### src/rtl/pipe_stage_reg.sv
// Two-entry pipeline stage register (main + skid) with stall, flush and
// saturating transfer/stall statistics.
module pipe_stage_reg #(
  parameter int                 DATA_W    = 32,
  parameter logic [DATA_W-1:0]  NOP_VALUE = '0,
  parameter int                 CNT_W     = 16
) (
  input  logic              Clk,
  input  logic              Rst,
  input  logic              in_valid,
  input  logic [DATA_W-1:0] in_data,
  output logic              in_ready,
  output logic              out_valid,
  output logic [DATA_W-1:0] out_data,
  input  logic              out_ready,
  input  logic              stall,
  input  logic              flush,
  output logic [1:0]        occupancy,
  output logic [CNT_W-1:0]  xfer_cnt,
  output logic [CNT_W-1:0]  stall_cnt
);

  typedef enum logic [1:0] {
    S_EMPTY = 2'd0,
    S_ONE   = 2'd1,
    S_TWO   = 2'd2
  } state_t;

  state_t            r_state;
  state_t            w_state_nxt;
  logic [DATA_W-1:0] r_main;
  logic [DATA_W-1:0] r_skid;
  logic [DATA_W-1:0] w_main_nxt;
  logic [DATA_W-1:0] w_skid_nxt;
  logic [CNT_W-1:0]  r_xfer_cnt;
  logic [CNT_W-1:0]  r_stall_cnt;
  logic              w_in_ready;
  logic              w_out_valid;
  logic              w_in_fire;
  logic              w_out_fire;

  // Reset forces the empty view on the outputs before the first edge lands.
  always_comb begin
    w_in_ready  = !stall && (Rst || (r_state != S_TWO));
    w_out_valid = !Rst && !stall && (r_state != S_EMPTY);
    w_in_fire   = in_valid && w_in_ready;
    w_out_fire  = w_out_valid && out_ready;
  end

  always_comb begin
    w_state_nxt = r_state;
    w_main_nxt  = r_main;
    w_skid_nxt  = r_skid;
    if (flush) begin
      w_state_nxt = S_EMPTY;
      w_main_nxt  = NOP_VALUE;
      w_skid_nxt  = NOP_VALUE;
    end else begin
      case (r_state)
        S_EMPTY: begin
          if (w_in_fire) begin
            w_main_nxt  = in_data;
            w_state_nxt = S_ONE;
          end
        end
        S_ONE: begin
          if (w_in_fire && w_out_fire) begin
            w_main_nxt = in_data;
          end else if (w_in_fire) begin
            w_skid_nxt  = in_data;
            w_state_nxt = S_TWO;
          end else if (w_out_fire) begin
            w_main_nxt  = NOP_VALUE;
            w_state_nxt = S_EMPTY;
          end
        end
        S_TWO: begin
          if (w_out_fire) begin
            w_main_nxt  = r_skid;
            w_skid_nxt  = NOP_VALUE;
            w_state_nxt = S_ONE;
          end
        end
        default: begin
          w_state_nxt = S_EMPTY;
          w_main_nxt  = NOP_VALUE;
          w_skid_nxt  = NOP_VALUE;
        end
      endcase
    end
  end

  always_ff @(posedge Clk) begin
    if (Rst) begin
      r_state     <= S_EMPTY;
      r_main      <= NOP_VALUE;
      r_skid      <= NOP_VALUE;
      r_xfer_cnt  <= '0;
      r_stall_cnt <= '0;
    end else begin
      r_state <= w_state_nxt;
      r_main  <= w_main_nxt;
      r_skid  <= w_skid_nxt;
      // Counters saturate and survive flush.
      if (w_out_fire && !flush && (r_xfer_cnt != '1))
        r_xfer_cnt <= r_xfer_cnt + 1'b1;
      if (stall && !flush && (r_state != S_EMPTY) && (r_stall_cnt != '1))
        r_stall_cnt <= r_stall_cnt + 1'b1;
    end
  end

  always_comb begin
    in_ready  = w_in_ready;
    out_valid = w_out_valid;
    out_data  = (Rst || (r_state == S_EMPTY)) ? NOP_VALUE : r_main;
    occupancy = Rst ? 2'd0 : r_state;
    xfer_cnt  = r_xfer_cnt;
    stall_cnt = r_stall_cnt;
  end

endmodule

### config.mk
export PLATFORM = sky130hd
export DESIGN_NAME = pipe_stage_reg
export DESIGN_NICKNAME = d
export VERILOG_FILES = /design/src/rtl/pipe_stage_reg.sv
export SDC_FILE = /design/constraint.sdc
export NUM_CORES = 1
export LEC_CHECK = 0
export CAP_MARGIN = 20
export CORE_MARGIN = 2
export CORE_UTILIZATION = 51
export CTS_CLUSTER_SIZE = 10
export DETAILED_ROUTE_END_ITERATION = 10
export GPL_TIMING_DRIVEN = 0
export MAX_ROUTING_LAYER = met4
export PLACE_DENSITY = 0.8
export SLEW_MARGIN = 20
export SYNTH_ARGS = -nofsm -noshare
export SYNTH_HDL_FRONTEND = slang
export SYNTH_SLANG_ARGS = --single-unit
### constraint.sdc
create_clock -name Clk -period 2.7 [get_ports Clk]
set_input_delay 0.54 -clock Clk [delete_from_list [all_inputs] [get_ports Clk]]
set_output_delay 0.54 -clock Clk [all_outputs]
set_load 0.05 [all_outputs]
# Word-level counts from Yosys, hierarchy flattened
# Index checks and enable logic that the tools add are counted.
[word_totals] ff_bits=98 out_inout_bits=68 elab_cells=58
[classes] n_addsub=2 eq_ne=12 muxes=16 bitwise_logic=1 n_reduce_logical=22
[op_table] op="2-to-1 mux 32 bit" count=7
[op_table] op="one-hot mux 32 bit (3 select lines)" count=2
[op_table] op="adder 16 x 1 -> 16 bit, second input constant" count=2
[op_table] op="!= test 16 bit, second input constant" count=2
[op_table] op="2-to-1 mux 2 bit" count=6
[op_table] op="AND reduction 4 bit" count=3
[op_table] op="logical AND 1 bit" count=11
[op_table] op="!= test 2 bit, second input constant" count=5
[op_table] op="!= test 3 bit, second input constant" count=3
[op_table] op="one-hot mux 2 bit (3 select lines)" count=1
[op_table] op="logical NOT 1 bit" count=3
[op_table] op="== test 2 x 1 -> 1 bit, second input constant" count=1
[op_table] op="== test 2 bit, second input constant" count=1
[op_table] op="logical NOT 2 bit" count=1
[op_table] op="logical OR 1 bit" count=2
[op_table] op="nonzero test 2 bit" count=1
[op_table] op="OR reduction 2 bit" count=1
[op_table] op="inverter 1 bit" count=1

# Longest topological paths before layout
[logic_depth] ltp_word=8 mapped_depth=7 mapped_depth_nobuf=5

# Worst setup path after synthesis
# OpenSTA, ideal clock, no wires.
[synth_path] path_kind="input to output" startpoint="input Rst" endpoint="output in_ready" arrival_time_ns=2.415 required_ns=2.160 setup_slack_ns=-0.255 path_stages=5 path_buffers=3 path_cell_list="buf_2 -> buf_1 -> buf_1 -> nor2_1 -> a21oi_1"
[synth_via] elab_chain_cells=2
[synth_rtl] element="start, declared" line_no="9" source="input logic Rst,"
[synth_rtl] element="logical OR 1 bit" line_no="44" source="w_in_ready = !stall && (Rst || (r_state != S_TWO));"
[synth_rtl] element="logical AND 1 bit" line_no="44"
[synth_rtl] element="end, declared" line_no="12" source="output logic in_ready,"
# No other way between the ends.

# Final worst setup path
[layout_path] startpoint="input stall" endpoint="output out_valid"
[layout_via] elab_chain_cells=3
[layout_rtl] element="start, declared" line_no="16" source="input logic stall,"
[layout_rtl] element="logical NOT 1 bit" line_no="45" source="w_out_valid = !Rst && !stall && (r_state != S_EMPTY);"
[layout_rtl] element="logical AND 1 bit (2 in a row)" line_no="45"
[layout_rtl] element="end, declared" line_no="13" source="output logic out_valid,"
# No other way between the ends.

==> metrics.txt <==
startpoint type of the worst setup path input port; Hold Path End r_main[18]$_SDFFE_PP0P_; syn avg cell area 8.37 um^2; type of the most critical hold path flip-flop to flip-flop; Die Area 10,700 um^2; clock tree skew after final layout 0.0106 ns; slew at the pin closest to its max-slew limit a little over 0.8 ns; gate count after technology mapping 602; number of antenna diodes 0; Area Growth Syn to Fin 25.8%; count of flip-flops with a built-in enable after synthesis 0; leak pwr 0.00221 uW; Final Setup Violations 0; number of global-route vias before repair ~4,800; Worst Path Buf+Inv 3; RSZ-0062 raised after global routing no; required time at the endpoint of the critical path 2.16 ns; cell type with the largest total area after synthesis sky130_fd_sc_hd__dfxtp_1; Cells on Worst Hold Path 1; H-tree Lvls 3; total clock sinks 98; drt pass-1 iters 5; area fraction of the dominant cell type after synthesis ~39%; Worst-path clk slew 0.10 ns; cell area after synthesis 5040 um^2; starting DRC count in detailed routing 382; post-synthesis compound-gate area fraction between 10% and 20%; antenna violations before repair 0; number of max-capacitance violations reported 0; run status completed; Worst Reg2Reg Path Length in Cells 6; final worst path period share 98.6%; number of register bits inferred by synthesis 98; CP endpoint kind primary output; ranking of synthesized cells by area sky130_fd_sc_hd__dfxtp_1, sky130_fd_sc_hd__a21oi_1, sky130_fd_sc_hd__mux2i_1, sky130_fd_sc_hd__o2bb2ai_1, sky130_fd_sc_hd__nand4_1; wirelength, routed 13,800 um; Post-Synth Simple-Gate Area 26.5%; # IOs between 100 and 150; standard cell with the maximum stage delay on the critical path sky130_fd_sc_hd__clkdlybuf4s50_1; Seq/Total Area, Yosys 38.9%; Initial Utilization between 50% and 60%; maximum VDD drop 0.231 mV; row cnt 36; fraction of layout cells with a size suffix above 1 between 10% and 20%; buffer levels on the longest clock path 2; cell area after layout 6340 um^2; overall routing resource usage 26.4%; antenna violation net count after detailed routing 0; cell total after placement 839; highest cell delay on the worst timing path between 0.5 and 0.6 ns; Net count, final 758; number of pins exceeding their max-slew limit in the final report 0; top flip-flop cell by instance count after synthesis sky130_fd_sc_hd__dfxtp_1; worst reg2reg setup slack 0.58 ns; final std cells w/o fill 856; endpoint of the worst register-to-register path xfer_cnt[13]$_SDFFE_PP0P_; dominant delay contributor by cell family on the critical path buffers and inverters; f_max around 380 MHz; critical path data arrival time 2.12 ns; time the final worst path needs with I/O delays and setup 2.66 ns; Post-Synth Adder-Cell Area 0.496%; Clock Tree Root sky130_fd_sc_hd__clkbuf_8; Pwr per Cell Area 423 nW/um^2; Post-Syn Nets 642; post-cts hold buffer count 0; cells along the critical path clkdlybuf4s50_1, clkbuf_2, nor3_1, clkdlybuf4s18_2; worst reg2reg startpoint xfer_cnt[0]$_SDFFE_PP0P_; GRT overflow 0; total cell area at the placement stage between 6000 and 7000 um^2; first-pass GRT wire length about 22,000 um; routed length per placed instance 16.2 um; DRC Markers 0; detail-routed via count per cell approximately 6; maximum number of pins on one net before global-route repair 18; number of hold violations in the final report 0; Detail Placement HPWL 9870 um; Setup CP Type input port to primary output; multiplexer fraction of the synthesized cell area 9.80%; width of the die roughly 100 um; clock tree from TritonCTS yes; list of most frequent post-synthesis cells sky130_fd_sc_hd__dfxtp_1, sky130_fd_sc_hd__a21oi_1, sky130_fd_sc_hd__nor2_1, sky130_fd_sc_hd__nand3_1, sky130_fd_sc_hd__nand4_1; normalized max-slew margin 44.9%; total CTS buffers 9; clock latency reported for the late side of the worst-skew pair 0.36 ns; HP Start r_main[18]$_SDFFE_PP0P_; count of yosys warnings during synthesis 0; number of buffer cells added on primary ports 104; most repeated cell in the gate-level netlist after synthesis sky130_fd_sc_hd__dfxtp_1; total vias in the final route roughly 5,100; fraction of synthesized cell area in xor and xnor cells 0%; largest driver fanout on the critical path 10; final weighted congestion in routability-driven placement about 0.93; largest family of logic cells by synthesized area simple AND/OR/NAND/NOR gates; distinct cell type count after synthesis 47; proportion of synthesized flip-flops having asynchronous set or reset 0%; placeable core region roughly 9700 um^2; height of the chip 103 um
==> logic make-up after synthesis <==
family          Yosys count
compound gates          154
fa+ha+maj                 2
buf+inv                  60
flops                    98
mux                      48
simple gates            240
==> registers in the layout, summed over array words and instances (netlist names) <==
name and cells:
r_main 32, r_skid 32, r_state 2, stall_cnt 16
xfer_cnt 16
==> worst max path at each step <==
stage,start,to,slack (ns),cells after the start
6_report,stall,out_valid,0.04,4
3_5_place_dp,Rst,occupancy[0],-0.68,6
3_3_place_gp,Rst,occupancy[0],-0.63,6
5_1_grt,stall,out_valid,0.006,4
2_1_floorplan,Rst,in_ready,0.15,5
4_1_cts,r_state[1]$_SDFFE_PP0P_,out_data[31],0.003,7
==> layer usage <==
| metal | GRT usage (%) | vias up | routed length, um |
|---|---|---|---|
| met2 | 41.5 | 219 | 6480 |
| met3 | 3.49 | 34 | 905 |
| met1 | 34.0 | 2392 | 6150 |
| met4 | 11.6 | 0 | 312 |
| met5 | - | - | 0 |
| li1 | - | 2456 | - |
==> timing repair <==
action                                  4_1_cts  5_1_grt
buffers inserted                              2        0
gates resized for setup                     178        7
endpoints found under the setup margin       36       27
==> report_power, final <==
part / internal (uW) / total, uW / leakage, uW / switching, uW
Combinational: 100 / 240 / 0.00132 / 139
Sequential: 1460 / 1460 / 0.000791 / 6.70
Clock: 439 / 980 / 0.000105 / 541
==> through the flow <==
step	setup slack (ns)	hold slack [ns]	utilization [%]	TNS, ns	power, uW
floorplan	0.147	0.424	-	0	1620
global placement	-0.632	0.437	64.6	-16.55	1720
detailed placement	-0.676	0.438	64.6	-18.14	1730
CTS	0.00339	0.466	65.6	0	2690
global route	0.00607	0.474	65.5	0	2780
finish	0.0387	0.463	65.5	0	2680
==> area by class of cell <==
type,instances,area (um^2)
clock buffers,9,124
plain buffers,52,224
inverters,7,26.3
multi-input cells,444,2850
fillers,819,3340
flip-flops and latches,98,1960
clock inverters,7,75.1
repair buffers,106,911
well taps,133,166
==> cell usage in the layout (no fill, tap or decap), types with 11 or more instances in the layout <==
cell and n:
sky130_fd_sc_hd__and2_1 35, sky130_fd_sc_hd__buf_2 34, sky130_fd_sc_hd__clkdlybuf4s50_1 68, sky130_fd_sc_hd__nor2b_1 12, sky130_fd_sc_hd__mux2i_1 37, sky130_fd_sc_hd__clkbuf_1 29
sky130_fd_sc_hd__mux2_2 11, sky130_fd_sc_hd__a21oi_1 83, sky130_fd_sc_hd__nand4_1 40, sky130_fd_sc_hd__o2bb2ai_1 32, sky130_fd_sc_hd__nand3_1 42, sky130_fd_sc_hd__dfxtp_1 98
sky130_fd_sc_hd__nor2_1 52
Power figures use the tool's default switching activity.
